===== src/rtl/div_job_sequencer.sv =====
// Job sequencer around a 12/6 restoring divider core: screens div-by-zero and
// quotient overflow, launches the core, times out a silent core, and holds the result.
module div_job_sequencer #(
  parameter int DW      = 6,
  parameter int TIMEOUT = 31
) (
  input  logic            clk,
  input  logic            rst,
  input  logic            in_valid,
  output logic            in_ready,
  input  logic [2*DW-1:0] in_AQ,
  input  logic [DW-1:0]   in_D,
  output logic            div_start,
  output logic [2*DW-1:0] div_AQ,
  output logic [DW-1:0]   div_D,
  input  logic            div_done,
  input  logic [DW-1:0]   div_Q,
  input  logic [DW:0]     div_Rem,
  output logic            out_valid,
  input  logic            out_ready,
  output logic [DW-1:0]   out_Q,
  output logic [DW:0]     out_Rem,
  output logic [1:0]      out_err,
  output logic            busy
);

  localparam int            CW       = $clog2(TIMEOUT);
  localparam logic [CW-1:0] CNT_LAST = CW'(TIMEOUT - 1);

  localparam logic [1:0] ERR_OK      = 2'b00;
  localparam logic [1:0] ERR_DIV0    = 2'b01;
  localparam logic [1:0] ERR_OVF     = 2'b10;
  localparam logic [1:0] ERR_TIMEOUT = 2'b11;

  typedef enum logic [2:0] {
    S_IDLE,
    S_CHECK,
    S_ISSUE,
    S_WAIT,
    S_RESULT
  } state_e;

  state_e          state_q;
  logic [2*DW-1:0] div_aq_q;
  logic [DW-1:0]   div_d_q;
  logic            div_start_q;
  logic            out_valid_q;
  logic [DW-1:0]   out_q_q;
  logic [DW:0]     out_rem_q;
  logic [1:0]      out_err_q;
  logic [CW-1:0]   cnt_q;

  // NOTE: every register lives in one clocked block and uses <= so all state
  // advances together on the edge; the reset branch is the only async path.
  always_ff @(posedge clk or posedge rst) begin
    if (rst) begin
      state_q     <= S_IDLE;
      div_aq_q    <= '0;
      div_d_q     <= '0;
      div_start_q <= 1'b0;
      out_valid_q <= 1'b0;
      out_q_q     <= '0;
      out_rem_q   <= '0;
      out_err_q   <= ERR_OK;
      cnt_q       <= '0;
    end else begin
      div_start_q <= 1'b0;
      case (state_q)
        S_IDLE: begin
          if (in_valid) begin
            div_aq_q <= in_AQ;
            div_d_q  <= in_D;
            state_q  <= S_CHECK;
          end
        end
        S_CHECK: begin
          // Div-by-zero is screened first; a high half >= divisor means Q needs > DW bits.
          if (div_d_q == '0) begin
            out_err_q   <= ERR_DIV0;
            out_q_q     <= '0;
            out_rem_q   <= '0;
            out_valid_q <= 1'b1;
            state_q     <= S_RESULT;
          end else if (div_aq_q[2*DW-1:DW] >= div_d_q) begin
            out_err_q   <= ERR_OVF;
            out_q_q     <= '0;
            out_rem_q   <= '0;
            out_valid_q <= 1'b1;
            state_q     <= S_RESULT;
          end else begin
            div_start_q <= 1'b1;
            state_q     <= S_ISSUE;
          end
        end
        S_ISSUE: begin
          cnt_q   <= '0;
          state_q <= S_WAIT;
        end
        S_WAIT: begin
          if (div_done) begin
            out_q_q     <= div_Q;
            out_rem_q   <= div_Rem;
            out_err_q   <= ERR_OK;
            out_valid_q <= 1'b1;
            state_q     <= S_RESULT;
          end else if (cnt_q == CNT_LAST) begin
            out_err_q   <= ERR_TIMEOUT;
            out_q_q     <= '0;
            out_rem_q   <= '0;
            out_valid_q <= 1'b1;
            state_q     <= S_RESULT;
          end else begin
            cnt_q <= cnt_q + 1'b1;
          end
        end
        S_RESULT: begin
          if (out_ready) begin
            out_valid_q <= 1'b0;
            state_q     <= S_IDLE;
          end
        end
        default: state_q <= S_IDLE;
      endcase
    end
  end

  assign in_ready  = (state_q == S_IDLE);
  assign busy      = (state_q != S_IDLE);
  assign div_start = div_start_q;
  assign div_AQ    = div_aq_q;
  assign div_D     = div_d_q;
  assign out_valid = out_valid_q;
  assign out_Q     = out_q_q;
  assign out_Rem   = out_rem_q;
  assign out_err   = out_err_q;

endmodule

===== config.mk =====
export PLATFORM = sky130hd
export DESIGN_NAME = div_job_sequencer
export DESIGN_NICKNAME = d
export VERILOG_FILES = /design/src/rtl/div_job_sequencer.sv
export SDC_FILE = /design/constraint.sdc
export NUM_CORES = 1
export LEC_CHECK = 0
export BUFFER_PORTS_ARGS = -buffer_cell sky130_fd_sc_hd__clkbuf_2
export CORE_MARGIN = 5
export CORE_UTILIZATION = 48
export DETAILED_ROUTE_END_ITERATION = 7
export GPL_TIMING_DRIVEN = 0
export PLACE_DENSITY = 0.91
export SYNTH_ARGS = -nofsm -noshare
export SYNTH_HDL_FRONTEND = slang
export SYNTH_SLANG_ARGS = --single-unit

===== constraint.sdc =====
create_clock -name clk -period 2.6 [get_ports clk]
set_input_delay 0.52 -clock clk [delete_from_list [all_inputs] [get_ports clk]]
set_output_delay 0.52 -clock clk [all_outputs]
set_load 0.005 [all_outputs]

* After elaboration in Yosys (flattened, before gate mapping)
Index checks and enable logic that the tools add are counted.
Widths: inputs -> output; s select.
** Word-level totals
- Output and inout bits :: 37
- Register bits :: 43
- Bits in read-only memories :: 0
- Latch bits :: 0
- Word-level logic and storage cells :: 67
- RAM bits :: 0
- Memories :: 0
- Input port bits :: 36
** Cells by class
- $mul :: 0
- Equal/unequal tests :: 11
- Reduce and logical (&&, ||, !) cells :: 11
- Bitwise operators :: 0
- $lt $le $gt $ge :: 1
- Mux-type cells :: 34
- Add/subtract/negate cells :: 1
- Divide/modulo/power cells :: 0
- Shifts and indexed selects :: 0
** Operator list (count)
- $mux 7 :: 4
- $mux 6 :: 4
- $mux 3 :: 6
- $pmux 3 s5 :: 1
- $pmux 7 s2 :: 1
- $pmux 6 s2 :: 1
- $mux 5 :: 2
- $pmux 5 s2 :: 1
- $reduce_and 3->1 :: 3
- $mux 1 :: 8
- $mux 2 :: 4
- $ne 2x2->1 const B :: 4
- $eq 3x2->1 const B :: 2
- $ge 6x6->1 :: 1
- $logic_not 6->1 :: 1
- $ne 3x3->1 const B :: 2
- $reduce_bool 3->1 :: 2
- $add 5x1->5 const B :: 1
- $eq 5x5->1 const B :: 1
- $pmux 2 s2 :: 1
- $reduce_and 4->1 :: 1
- $reduce_bool 2->1 :: 2
- $eq 3x1->1 const B :: 1
- $eq 3x3->1 const B :: 1
- 3 further kinds :: 3

* Depth between registers and ports, before layout
- Depth after elaboration :: 4
- Mapped depth :: 8
- Depth with buffers taken out :: 7

* Worst setup path before layout
No wires, ideal clock.
- Path kind :: register -> register
- Start point :: register div_aq_q[11], in the netlist div_AQ[11]
- End point :: register out_err_q[1], in the netlist out_err[1]
- Clock period less this slack :: 1.892 ns
- Setup time :: 0.128 ns
- Data required time :: 2.472 ns
- Path slack :: 0.708 ns
- Buffers on the path :: 0
- Arrival :: 1.765 ns
- Cell stages (with the launch flop) :: 6
- Path through :: dfrtp_1 > ha_1 > a2111oi_4 > o211ai_2 > o21ai_4 > mux2_1
** On the way
- Cells in the longest elaborated chain, start to end :: 3
** Ends and longest elaborated chain
- from (decl) :: line 44 : logic [2*DW-1:0] div_aq_q;
- from (signal assigned) :: line 71 : div_aq_q <= in_AQ;
- $ge 6x6->1 :: line 84 : end else if (div_aq_q[2*DW-1:DW] >= div_d_q) begin
- $ne 3x3->1 (no source line)
- $reduce_and 3->1 (no source line)
- to (signal assigned) :: line 79 : out_err_q <= ERR_DIV0;
- to (signal assigned) :: line 85 : out_err_q <= ERR_OVF;
- to (signal assigned) :: line 103 : out_err_q <= ERR_OK;
- to (decl) :: line 50 : logic [1:0] out_err_q;
No other way between the ends.
A chain may end at the register's enable or synchronous reset.

* Worst setup path in the final report
Same ends and word-level chain as after synthesis.

==> results.json <==
{
  "yosysSeqAreaShare_pct": 56.5,
  "count_of_final_hold_check_violations": 0,
  "yosysWarningCount": 0,
  "endpoint_kind": "register",
  "drc_errors": 0,
  "placementRows": 23,
  "starting_utilization_of_the_core_area_pct": 48.7,
  "cts_inserted_buffers": 5,
  "cap_viol_max_count": 0,
  "layout_min_cycle_time_ns": 2.07,
  "hold_class": "input port to async pin",
  "via_count": 1499,
  "drive_above_1_share_pct": 43.3,
  "cell_internal_pwr_mw": 1.75,
  "synth_enable_flop_cells": 0,
  "grt_use_total_pct": 18.2,
  "clk_path_buf_depth": 2,
  "grt_first_pass_wirelength_mm": 7.43,
  "synth.ff_latch_count": 43,
  "clock-skew-final_ns": 0.0129,
  "ir_worst_vdd_mv": 0.446,
  "clk_pin_slew_worst_paths_ns": 0.09,
  "cts_tree": "yes",
  "die_w_um": 73.0,
  "tns_ns": 0,
  "final_nets": 281,
  "routed_wirelength_mm": 4.49,
  "worst_slew_pin_tran_ns": 0.889,
  "final_antenna_net_count": 0,
  "max_clock_freq_mhz": 484,
  "buffer_ports.inserted": 72,
  "clkLatencyLatePin_ns": 0.30,
  "cts.repair_timing.setup_buffer_count": 0,
  "drtPass1Iterations": 4,
  "p_per_area_nw_per_um2": 1160,
  "grt_pass1_vias": 1603,
  "busiest_layer": "met2",
  "cts_hold_buffers": 0,
  "power_frac_seq_pct": 41.7,
  "report.final.setup_viol": 0,
  "syn_inst": 158,
  "grt_remaining_overflow": 0,
  "worst_path_class_setup": "register to register",
  "htreeDepth": 2,
  "post_synthesis_cell_type_with_the_largest_combined_area": "dfrtp_1",
  "final-max-slew-violation-count": 0,
  "cts_root_buffer": "clkbuf_8",
  "synth_area_um2": 1910,
  "asyncSetResetFlopFracSynth_pct": 100,
  "maxSlewHeadroom_pct": 40.7,
  "use_met1_pct": 21.7,
  "yosys_top_cell_area_share_pct": 56.5,
  "run_status": "complete, no violations",
  "worst_ep_required_time_ns": 2.79,
  "dp_hpwl_mm": 3.45,
  "yosysMostFrequentCell": "dfrtp_1",
  "total_switching_power_mw": 1.05,
  "rsz0062_at_grt": "no",
  "startpoint_type": "register",
  "insertedDiodeCount": 0,
  "grt_max_degree": 44,
  "power.static_leakage_nw": 1.27,
  "ios": 73,
  "combPwrFrac_pct": 42.7,
  "syn_nets": 202,
  "die_area_um2": 5330,
  "clock-sinks": 43,
  "synth_cell_type_count": 34,
  "fp.dieH_um": 73.0,
  "synthToLayoutAreaGrowth_pct": 27.1,
  "routed_length_per_placed_instance_um": 15.6,
  "relative_contribution_of_the_clock_network_to_total_power_pct": 15.5,
  "core_area_um2": 3910,
  "synth.avg_cell_area_um2": 12.1,
  "critPathMaxFanout": 8,
  "grt_antenna_before_repair": 0,
  "ys_top_cells_by_area": "dfrtp_1, mux2_2, a22o_1",
  "post_drt_via_cell_ratio": 5.20,
  "timing.critical_path.arrival_ns": 2.26,
  "ys_top_cells_by_count": "dfrtp_1, a22o_1, inv_1",
  "power.share.switching_pct": 37.6,
  "final_min_period_over_clock_period_pct": 79.5,
  "drt_iter0_markers": 60,
  "gr-usage-met2_pct": 30.8,
  "cts_repair_resize_count": 0,
  "final_hold_slack_ns": 0.378,
  "globalRouteMet3Util_pct": 5.10,
  "final_weighted_congestion_in_routability_driven_placement": 0.702,
  "synth_top_flop_cell": "dfrtp_1"
}
## critical path, cell delays in order (launching register included)
cell and delay (ns):
dfrtp_1 0.42, ha_1 0.35, a2111oi_4 0.31, o211ai_2 0.19
o21ai_4 0.32, mux2_1 0.36
## sequential cells by signal, summed over array words and instances (netlist names)
signal	count
cnt_q	5
div_AQ	12
div_D	6
div_start	1
out_Q	6
out_Rem	7
out_err	2
out_valid	1
state_q	3
## logic make-up (layout without fill, tap and decap cells)
group	Yosys count	count (layout)	synth area share, %
xor+xnor	3	3	1.38
buf+inv	20	100	4.86
mux	14	14	8.21
fa+ha+maj	8	8	5.25
compound gates	35	35	14.8
flops	43	43	56.5
simple gates	35	35	9.06
## worst paths after layout
check                      startpoint          to  slack [ns]  cells past startpoint
min in group clk           div_Rem[3]  out_Rem[3]        0.42                      2
min                               rst    out_Q[5]        0.38                      2
max reg2reg                div_AQ[11]  out_err[1]        0.53                      5
max                        div_AQ[11]  out_err[1]        0.53                      5
max in group asynchronous         rst    cnt_q[2]        1.65                      2
min reg2reg                out_Rem[6]  out_Rem[6]        0.51                      1
## power by group through the flow
stage / combinational [mW] / clock [mW] / sequential [mW]
5_1_grt: 1.34 / 0.475 / 1.21
6_report: 1.20 / 0.435 / 1.17
3_5_place_dp: 1.21 / 0 / 1.18
4_1_cts: 1.22 / 0.441 / 1.17
2_1_floorplan: 0.719 / 0 / 1.16
3_3_place_gp: 1.15 / 0 / 1.16
## metal layers
metal / part of all wire (%) / routed length [µm] / up-vias
li1: - / - / 709
met1: 40 / 1790 / 728
met2: 51 / 2310 / 53
met3: 6.5 / 291 / 9
met4: 2.1 / 95 / 0
met5: 0 / 0 / -
## layout by cell type, fill, tap and decap left out, drive strengths merged, types with 2 or more instances in the layout
cell	Yosys	final
nand2	12	12
nor2b	2	2
nand4	2	2
a21oi	6	6
ha	8	8
nor2	8	8
nand2b	3	3
xor2	3	3
clkinv	0	2
clkbuf	2	79
o21ai	9	9
mux2	13	13
dfrtp	43	43
a22o	14	14
nand3	2	2
buf	5	5
inv	13	13
## area by class of cell
cell class,instances,area [µm²]
Clock buffer,5,68.8
Multi-Input combinational cell,95,737
Fill cell,313,1490
Inverter,13,48.8
Tap cell,50,62.6
Clock inverter,3,25.0
Timing Repair Buffer,72,360
Sequential cell,43,1080
Buffer,7,43.8
## per-stage QoR
stage          std cells  power [mW]  setup WS, ns  utilization, %  cell area [µm²]
2_1_floorplan        158        1.88         0.708               -             1910
3_3_place_gp         280        2.30         0.580            59.5             2330
3_5_place_dp         280        2.39         0.544            59.5             2330
4_1_cts              288        2.83         0.541            61.9             2420
5_1_grt              288        3.03         0.398            61.9             2420
6_report             288        2.80         0.532            61.9             2420
No activity file was read; power rests on OpenSTA's default activity.
